## src/rtl/mc_dp_pkg.sv

```systemverilog
// Shared types for the multi-cycle datapath: ALU opcodes, mux select codes,
// memory handshake FSM states and register file geometry.
package mc_dp_pkg;

    localparam int RF_DEPTH = 16;
    localparam int RF_IDX_W = 4;

    typedef enum logic [2:0] {
        ALU_ADD   = 3'd0,
        ALU_SUB   = 3'd1,
        ALU_AND   = 3'd2,
        ALU_OR    = 3'd3,
        ALU_XOR   = 3'd4,
        ALU_NOTB  = 3'd5,
        ALU_PASSB = 3'd6,
        ALU_SLT   = 3'd7
    } alu_op_e;

    typedef enum logic [1:0] {
        SRCB_B     = 2'b00,
        SRCB_STEP  = 2'b01,
        SRCB_IMM12 = 2'b10,
        SRCB_IMM26 = 2'b11
    } alusrcb_e;

    typedef enum logic [1:0] {
        RD_ALUOUT = 2'b00,
        RD_MDR    = 2'b01,
        RD_PC     = 2'b10,
        RD_RSVD   = 2'b11
    } reg_data_e;

    typedef enum logic {
        ST_IDLE = 1'b0,
        ST_WAIT = 1'b1
    } mem_state_e;

endpackage

```

## src/rtl/mc_regfile_p.sv

```systemverilog
// 16-entry register file: two combinational read ports, one write port on
// the rising edge. A read of the register being written returns the old value.
module mc_regfile_p
    import mc_dp_pkg::*;
#(
    parameter int XLEN = 32
) (
    input  logic                clk,
    input  logic                i_we,
    input  logic [RF_IDX_W-1:0] i_waddr,
    input  logic [XLEN-1:0]     i_wdata,
    input  logic [RF_IDX_W-1:0] i_raddr1,
    input  logic [RF_IDX_W-1:0] i_raddr2,
    output logic [XLEN-1:0]     o_rdata1,
    output logic [XLEN-1:0]     o_rdata2
);

    logic [XLEN-1:0] r_mem [0:RF_DEPTH-1];

    // Synchronous write; contents are deliberately left unreset.
    always_ff @(posedge clk) begin
        if (i_we) begin
            r_mem[i_waddr] <= i_wdata;
        end
    end

    assign o_rdata1 = r_mem[i_raddr1];
    assign o_rdata2 = r_mem[i_raddr2];

endmodule

```

## src/rtl/mc_datapath_hs.sv

```systemverilog
// Multi-cycle datapath with PC/IR/MDR/A/B/ALUOUT, register file, ALU, flags
// and a two-state valid/ready memory port that tolerates any wait states.
module mc_datapath_hs
    import mc_dp_pkg::*;
#(
    parameter int              XLEN     = 32,
    parameter logic [XLEN-1:0] RESET_PC = '0,
    parameter logic [XLEN-1:0] PC_STEP  = {{(XLEN-1){1'b0}}, 1'b1},
    parameter int              LINK_REG = 15
) (
    input  logic            clk,
    input  logic            rst,
    input  logic            mem_req,
    input  logic            mem_we,
    input  logic            lord,
    input  logic            ir_write,
    input  logic            data_to_mem,
    input  logic            reg_write,
    input  logic            link,
    input  logic [1:0]      reg_data,
    input  logic            alusrca,
    input  logic [1:0]      alusrcb,
    input  alu_op_e         alu_op,
    input  logic            pc_write,
    input  logic            pcsrc,
    input  logic            ldz,
    input  logic            ldc,
    input  logic            ldn,
    input  logic            ldv,
    output logic            mem_valid,
    output logic            mem_wr,
    output logic [XLEN-1:0] mem_addr,
    output logic [XLEN-1:0] mem_wdata,
    input  logic [XLEN-1:0] mem_rdata,
    input  logic            mem_ready,
    output logic            mem_done,
    output logic            busy,
    output logic            proto_err,
    output logic [31:0]     inst,
    output logic            z,
    output logic            c,
    output logic            n,
    output logic            v
);

    localparam int              MSB     = XLEN - 1;
    localparam logic [RF_IDX_W-1:0] LP_LINK = RF_IDX_W'(LINK_REG);

    function automatic logic [XLEN-1:0] sext12(input logic [11:0] x);
        return {{(XLEN-12){x[11]}}, x};
    endfunction

    function automatic logic [XLEN-1:0] sext26(input logic [25:0] x);
        return {{(XLEN-26){x[25]}}, x};
    endfunction

    logic [XLEN-1:0]     r_pc, r_mdr, r_a, r_b, r_aluout, r_addr, r_wdata;
    logic [31:0]         r_ir;
    logic                r_z, r_c, r_n, r_v, r_wr, r_irw, r_done, r_perr;
    mem_state_e          r_state, w_state_nxt;
    logic                w_valid;
    logic [XLEN-1:0]     w_rd1, w_rd2, w_src_a, w_src_b, w_res, w_wb_data;
    logic [XLEN:0]       w_sum, w_dif;
    logic                w_c, w_v;
    logic [RF_IDX_W-1:0] w_rs2, w_wb_idx;

    assign w_rs2    = data_to_mem ? r_ir[15:12] : r_ir[3:0];
    assign w_wb_idx = link ? LP_LINK : r_ir[15:12];
    assign w_src_a  = alusrca ? r_a : r_pc;

    mc_regfile_p #(.XLEN(XLEN)) u_rf (
        .clk      (clk),
        .i_we     (reg_write),
        .i_waddr  (w_wb_idx),
        .i_wdata  (w_wb_data),
        .i_raddr1 (r_ir[19:16]),
        .i_raddr2 (w_rs2),
        .o_rdata1 (w_rd1),
        .o_rdata2 (w_rd2)
    );

    // Operand B and write-back data selection.
    always_comb begin
        w_src_b   = r_b;
        w_wb_data = '0;
        case (alusrcb_e'(alusrcb))
            SRCB_B:     w_src_b = r_b;
            SRCB_STEP:  w_src_b = PC_STEP;
            SRCB_IMM12: w_src_b = sext12(r_ir[11:0]);
            SRCB_IMM26: w_src_b = sext26(r_ir[25:0]);
            default:    w_src_b = r_b;
        endcase
        case (reg_data_e'(reg_data))
            RD_ALUOUT: w_wb_data = r_aluout;
            RD_MDR:    w_wb_data = r_mdr;
            RD_PC:     w_wb_data = r_pc;
            default:   w_wb_data = '0;
        endcase
    end

    // ALU result with carry (not-borrow for SUB) and signed overflow.
    always_comb begin
        w_sum = {1'b0, w_src_a} + {1'b0, w_src_b};
        w_dif = {1'b0, w_src_a} + {1'b0, ~w_src_b} + {{XLEN{1'b0}}, 1'b1};
        w_res = '0;
        w_c   = 1'b0;
        w_v   = 1'b0;
        case (alu_op)
            ALU_ADD: begin
                w_res = w_sum[MSB:0];
                w_c   = w_sum[XLEN];
                w_v   = (w_src_a[MSB] == w_src_b[MSB]) && (w_sum[MSB] != w_src_a[MSB]);
            end
            ALU_SUB: begin
                w_res = w_dif[MSB:0];
                w_c   = w_dif[XLEN];
                w_v   = (w_src_a[MSB] != w_src_b[MSB]) && (w_dif[MSB] != w_src_a[MSB]);
            end
            ALU_AND:   w_res = w_src_a & w_src_b;
            ALU_OR:    w_res = w_src_a | w_src_b;
            ALU_XOR:   w_res = w_src_a ^ w_src_b;
            ALU_NOTB:  w_res = ~w_src_b;
            ALU_PASSB: w_res = w_src_b;
            ALU_SLT:   w_res = {{(XLEN-1){1'b0}}, ($signed(w_src_a) < $signed(w_src_b))};
            default:   w_res = '0;
        endcase
    end

    // Operand/result registers load every cycle; PC and flags only on enable.
    always_ff @(posedge clk) begin
        if (rst) begin
            r_pc     <= RESET_PC;
            r_a      <= '0;
            r_b      <= '0;
            r_aluout <= '0;
            r_z      <= 1'b0;
            r_c      <= 1'b0;
            r_n      <= 1'b0;
            r_v      <= 1'b0;
        end else begin
            r_a      <= w_rd1;
            r_b      <= w_rd2;
            r_aluout <= w_res;
            if (pc_write) r_pc <= pcsrc ? r_aluout : w_res;
            if (ldz)      r_z  <= (w_res == '0);
            if (ldc)      r_c  <= w_c;
            if (ldn)      r_n  <= w_res[MSB];
            if (ldv)      r_v  <= w_v;
        end
    end

    // Handshake state register.
    always_ff @(posedge clk) begin
        if (rst) r_state <= ST_IDLE;
        else     r_state <= w_state_nxt;
    end

    // Next state: accept a request in IDLE, finish on ready in WAIT.
    always_comb begin
        w_state_nxt = r_state;
        w_valid     = 1'b0;
        case (r_state)
            ST_IDLE: if (mem_req) w_state_nxt = ST_WAIT;
            ST_WAIT: begin
                w_valid = 1'b1;
                if (mem_ready) w_state_nxt = ST_IDLE;
            end
            default: w_state_nxt = ST_IDLE;
        endcase
    end

    // Latch access attributes on acceptance; capture read data on completion.
    always_ff @(posedge clk) begin
        if (rst) begin
            r_addr  <= '0;
            r_wdata <= '0;
            r_wr    <= 1'b0;
            r_irw   <= 1'b0;
            r_done  <= 1'b0;
            r_perr  <= 1'b0;
            r_mdr   <= '0;
            r_ir    <= '0;
        end else begin
            r_done <= 1'b0;
            if (r_state == ST_IDLE && mem_req) begin
                r_addr  <= lord ? r_aluout : r_pc;
                r_wdata <= r_b;
                r_wr    <= mem_we;
                r_irw   <= ir_write;
            end
            if (r_state == ST_WAIT) begin
                if (mem_req) r_perr <= 1'b1;
                if (mem_ready) begin
                    r_done <= 1'b1;
                    if (!r_wr) begin
                        r_mdr <= mem_rdata;
                        if (r_irw) r_ir <= mem_rdata[31:0];
                    end
                end
            end
        end
    end

    assign mem_valid = w_valid;
    assign busy      = w_valid;
    assign mem_wr    = r_wr;
    assign mem_addr  = r_addr;
    assign mem_wdata = r_wdata;
    assign mem_done  = r_done;
    assign proto_err = r_perr;
    assign inst      = r_ir;
    assign z         = r_z;
    assign c         = r_c;
    assign n         = r_n;
    assign v         = r_v;

endmodule

```

## config.mk

```make
export PLATFORM = sky130hd
export DESIGN_NAME = mc_datapath_hs
export DESIGN_NICKNAME = d
export VERILOG_FILES = /design/src/rtl/mc_dp_pkg.sv /design/src/rtl/mc_regfile_p.sv /design/src/rtl/mc_datapath_hs.sv
export SDC_FILE = /design/constraint.sdc
export NUM_CORES = 2
export LEC_CHECK = 0
export ABC_AREA = 1
export CORE_ASPECT_RATIO = 0.7
export CORE_MARGIN = 2
export CORE_UTILIZATION = 28
export CTS_BUF_LIST = sky130_fd_sc_hd__clkbuf_4 sky130_fd_sc_hd__clkbuf_8
export DETAILED_ROUTE_END_ITERATION = 10
export GPL_ROUTABILITY_DRIVEN = 0
export HOLD_SLACK_MARGIN = 0.12
export SYNTH_ARGS = -nofsm -noshare
export SYNTH_HDL_FRONTEND = slang
export SYNTH_HIERARCHICAL = 1
export SYNTH_SLANG_ARGS = --single-unit
```

## constraint.sdc

```tcl
create_clock -name clk -period 3.6 [get_ports clk]
set_input_delay 0.54 -clock clk [delete_from_list [all_inputs] [get_ports clk]]
set_output_delay 0.54 -clock clk [all_outputs]
set_load 0.01 [all_outputs]
```

==> run_results.csv <==
group,metric,value,unit
setup_path,critPathRequiredTime,4.29,ns
global_route,grt_start_max_net_pins,131,
route,wl_per_cell,21.0,um
clock_network,cts_buffer_depth,3,
setup_path,r2r.worst_path.cells,22,
setup_path,crit_top_cell,"nand2_1",
global_route,grt_pass1_wl,268,mm
route,vias,45100,
setup_path,cp_num_cells,22,
clock_network,h-tree-depth,3,
setup_path,crit_type,"reg -> reg",
route,drc,0,
placement,place_inst,8577,
power,power.leakage,0.0251,uW
yosys,ys.warnings.count,6,
setup_path,timing.reg2reg.setup_slack,0.05,ns
timing,tightest_slew,1.06,ns
setup_path,cp_max_fo,5,
timing,post-route-period-util,98.6,%
clock_network,cts.sink_count,777,
setup_path,cp-start-kind,"flop",
min_path,min_path_type,"in -> reg",
route,detail-route-antenna-nets,0,
status,status,"completed",
timing,rsz0062_at_grt,"true",
route,firstDrtPassIters,6,
route,first_iter_violations,6745,
die,die_h,339,um
yosys,ys_async_sr_fraction,0,%
setup_path,cp_num_buf_inv,6,
power,total_power,22500,uW
yosys,synth_seq_area_share,46.2,%
setup_path,worstReg2RegEnd,"r_pc[25]$_SDFFE_PP0P_",
die,rows,122,
yosys,syn_avg_cell_area,7.32,sq um
die,die_area,163000,sq um
final_layout,final_cell_mix,"nand2_1 (1766), nand3_1 (1051), inv_1 (993)",
final_layout,nets,6744,
setup_path,critPathSlowestCell,"ha_1",
placement,dp_hpwl,121,mm
setup_path,crit_end,"r_pc[25]$_SDFFE_PP0P_",
clock_network,cts_buffers,116,
timing,maxSlewHeadroom,29.2,%
final_layout,syn_to_final_growth,22.0,%
power,vdd_drop_max,276,uV
timing,setup_tns,0,ns
timing,hold_viol,0,
setup_path,crit_start,"inst[11]$_SDFFE_PP0P_",
setup_path,max_stage_delay,0.36,ns
timing,fmax,282,MHz
route,viasPerCell,5.13,
global_route,grt_usage,21.8,%
final_layout,final_common_cell,"nand2_1",
clock_network,insertion_delay,0.88,ns
timing,fin_skew,0.0625,ns
yosys,synthCells,6115,
final_layout,drive_above_1_share,12.9,%
setup_path,cp_cell_sequence,"inv_2 -> a21oi_4 -> buf_12 -> buf_4 -> o22ai_1 -> inv_1 -> ha_1 -> buf_4 -> nor2_1 -> nand2_1 -> inv_1 -> nand2_1 -> nor2_1 -> nand2_1 -> nand2_1 -> nand2_1 -> nand3_1 -> nand2_1 -> nor2_4 -> nand2_1 -> o211ai_1 -> a21oi_1",
final_layout,layout.cells.non_filler,8801,
clock_network,clk_pin_slew,0.07,ns
run,maxCapViolCount,0,
die,num_io_pins,161,
power,power.density,412,nW/um^2
timing,fin_crit,3.55,ns
route,routed_wirelength,185,mm
placement,io_buffers,160,
global_route,grt_pass1_vias,41300,
setup_path,critPathArrivalTime,4.24,ns
yosys,ys.flop_type,"edfxtp_1",
yosys,syn-cell-area,44800,sq um
die,start_util,28.3,%
global_route,grt_remaining_overflow,0,
timing,setup_viol_count_final,0,
clock_network,cts_tree,"done",
setup_path,worstSetupEndpointType,"flop",
clock_network,root_buffer,"clkbuf_8",
yosys,synth_edf_count,512,
global_route,antenna_found_initial,5,
die,core-area,158000,sq um
setup_path,cp_top_family,"simple AND/OR/NAND/NOR gates",
timing,worst_slack,0.0497,ns
timing,finalMaxSlewViolations,0,
yosys,ys_seq_elements,777,
yosys,syn-num-nets,6269,
yosys,synth_cell_types,45,
placement,dp_slack,-0.721,ns
die,die_w,482,um
final_layout,n_fill_cell,16600,
setup_path,timing.rr.start,"inst[11]$_SDFFE_PP0P_",
## where the power goes
group	internal, uW	leakage (uW)	switching (uW)
registers	9830	0.00693	239
logic	1600	0.0168	2850
clock network	4130	0.00133	3860
## cells in the mapped netlist, types with 2 or more instances
cell type / instances / share of area, %
nand2_1: 1771 / 15
nand3_1: 1057 / 12
inv_1: 999 / 8.4
edfxtp_1: 512 / 34
nor2_1: 428 / 3.6
dfxtp_1: 265 / 12
o21ai_0: 229 / 2.6
a21oi_1: 197 / 2.2
buf_2: 137 / 1.5
clkbuf_1: 105 / 0.88
ha_1: 96 / 2.7
buf_6: 53 / 1.3
o22ai_1: 42 / 0.59
o221ai_1: 36 / 0.70
buf_1: 29 / 0.24
nand4_1: 24 / 0.34
buf_4: 21 / 0.35
nor3_1: 20 / 0.22
inv_2: 13 / 0.11
a211oi_1: 9 / 0.15
o21ai_2: 9 / 0.18
o21bai_1: 9 / 0.15
o211ai_1: 7 / 0.12
o21ai_1: 6 / 0.067
nor4_1: 5 / 0.070
or2_2: 5 / 0.070
a31oi_1: 4 / 0.056
xor2_1: 3 / 0.059
clkinv_1: 2 / 0.017
fa_1: 2 / 0.089
inv_4: 2 / 0.028
nand2_2: 2 / 0.028
nand3_2: 2 / 0.045
nor2_2: 2 / 0.028
o22ai_2: 2 / 0.056
## per-stage QoR
step                      instance area (sq um)  hold WS (ns)  util, %
after detailed placement                  51900         0.449     32.8
after floorplan                           44800         0.429        -
after global placement                    51900         0.442     32.8
final                                     54600         0.263     34.5
after CTS                                 54400         0.208     34.4
after global routing                      54600         0.246     34.5
## metal layers
| metal | GRT usage, % | vias up | wire (um) |
|---|---|---|---|
| met3 | 5.99 | 410 | 26400 |
| met4 | 7.57 | 4 | 6810 |
| met5 | 0 | - | 32 |
| li1 | - | 20500 | - |
| met1 | 32.8 | 21200 | 80400 |
| met2 | 29.2 | 3017 | 71500 |
## cells by family (layout without fill, tap and decap cells)
| group | Yosys count | after routing | share of synthesized area [%] |
|---|---|---|---|
| compound gates | 555 | 555 | 6.97 |
| xor+xnor | 3 | 3 | 0.0587 |
| fa+ha+maj | 98 | 98 | 2.77 |
| buf+inv | 1363 | 1938 | 12.9 |
| flops | 777 | 777 | 46.2 |
| other cells | 0 | 3 | 0 |
| simple gates | 3319 | 3319 | 31.1 |
## area by class of cell
class / instances / area [sq um] / area share (%)
Sequential cell: 777 / 20700 / 37.9
Tap cell: 2108 / 2640 / 4.83
Clock inverter: 37 / 295 / 0.541
Antenna cell: 3 / 7.51 / 0.0137
Timing Repair Buffer: 704 / 6320 / 11.6
Clock buffer: 181 / 2200 / 4.03
Multi-Input combinational cell: 3975 / 18600 / 34.1
Inverter: 1016 / 3830 / 7.02
## registers in the layout (all words and copies together) (netlist names), 32 cells and up
name	flops
r_aluout	32
r_a	32
u_rf/r_mem	512
mem_addr	32
r_b	32
mem_wdata	32
inst	32
r_pc	32
r_mdr	32
## what timing repair did
action                                 4_1_cts  5_1_grt
setup endpoints to repair                    0       19
endpoints found under the hold margin        1        0
resized for setup                            0       56
hold buffers                                 1        0
setup buffers                                0        2
## worst min path at each step
stage | start | depth (start not counted) | end | slack [ns]
after floorplan | r_mdr[0]$_SDFFE_PP0P_ | 2 | r_mdr[0]$_SDFFE_PP0P_ | 0.43
after global placement | r_mdr[16]$_SDFFE_PP0P_ | 2 | r_mdr[16]$_SDFFE_PP0P_ | 0.44
after detailed placement | r_mdr[16]$_SDFFE_PP0P_ | 2 | r_mdr[16]$_SDFFE_PP0P_ | 0.45
after CTS | mem_ready | 2 | r_state$_SDFF_PP0_ | 0.21
after global routing | mem_ready | 2 | r_state$_SDFF_PP0_ | 0.25
final | mem_ready | 2 | r_state$_SDFF_PP0_ | 0.26
(Power assumes the default switching activity.)
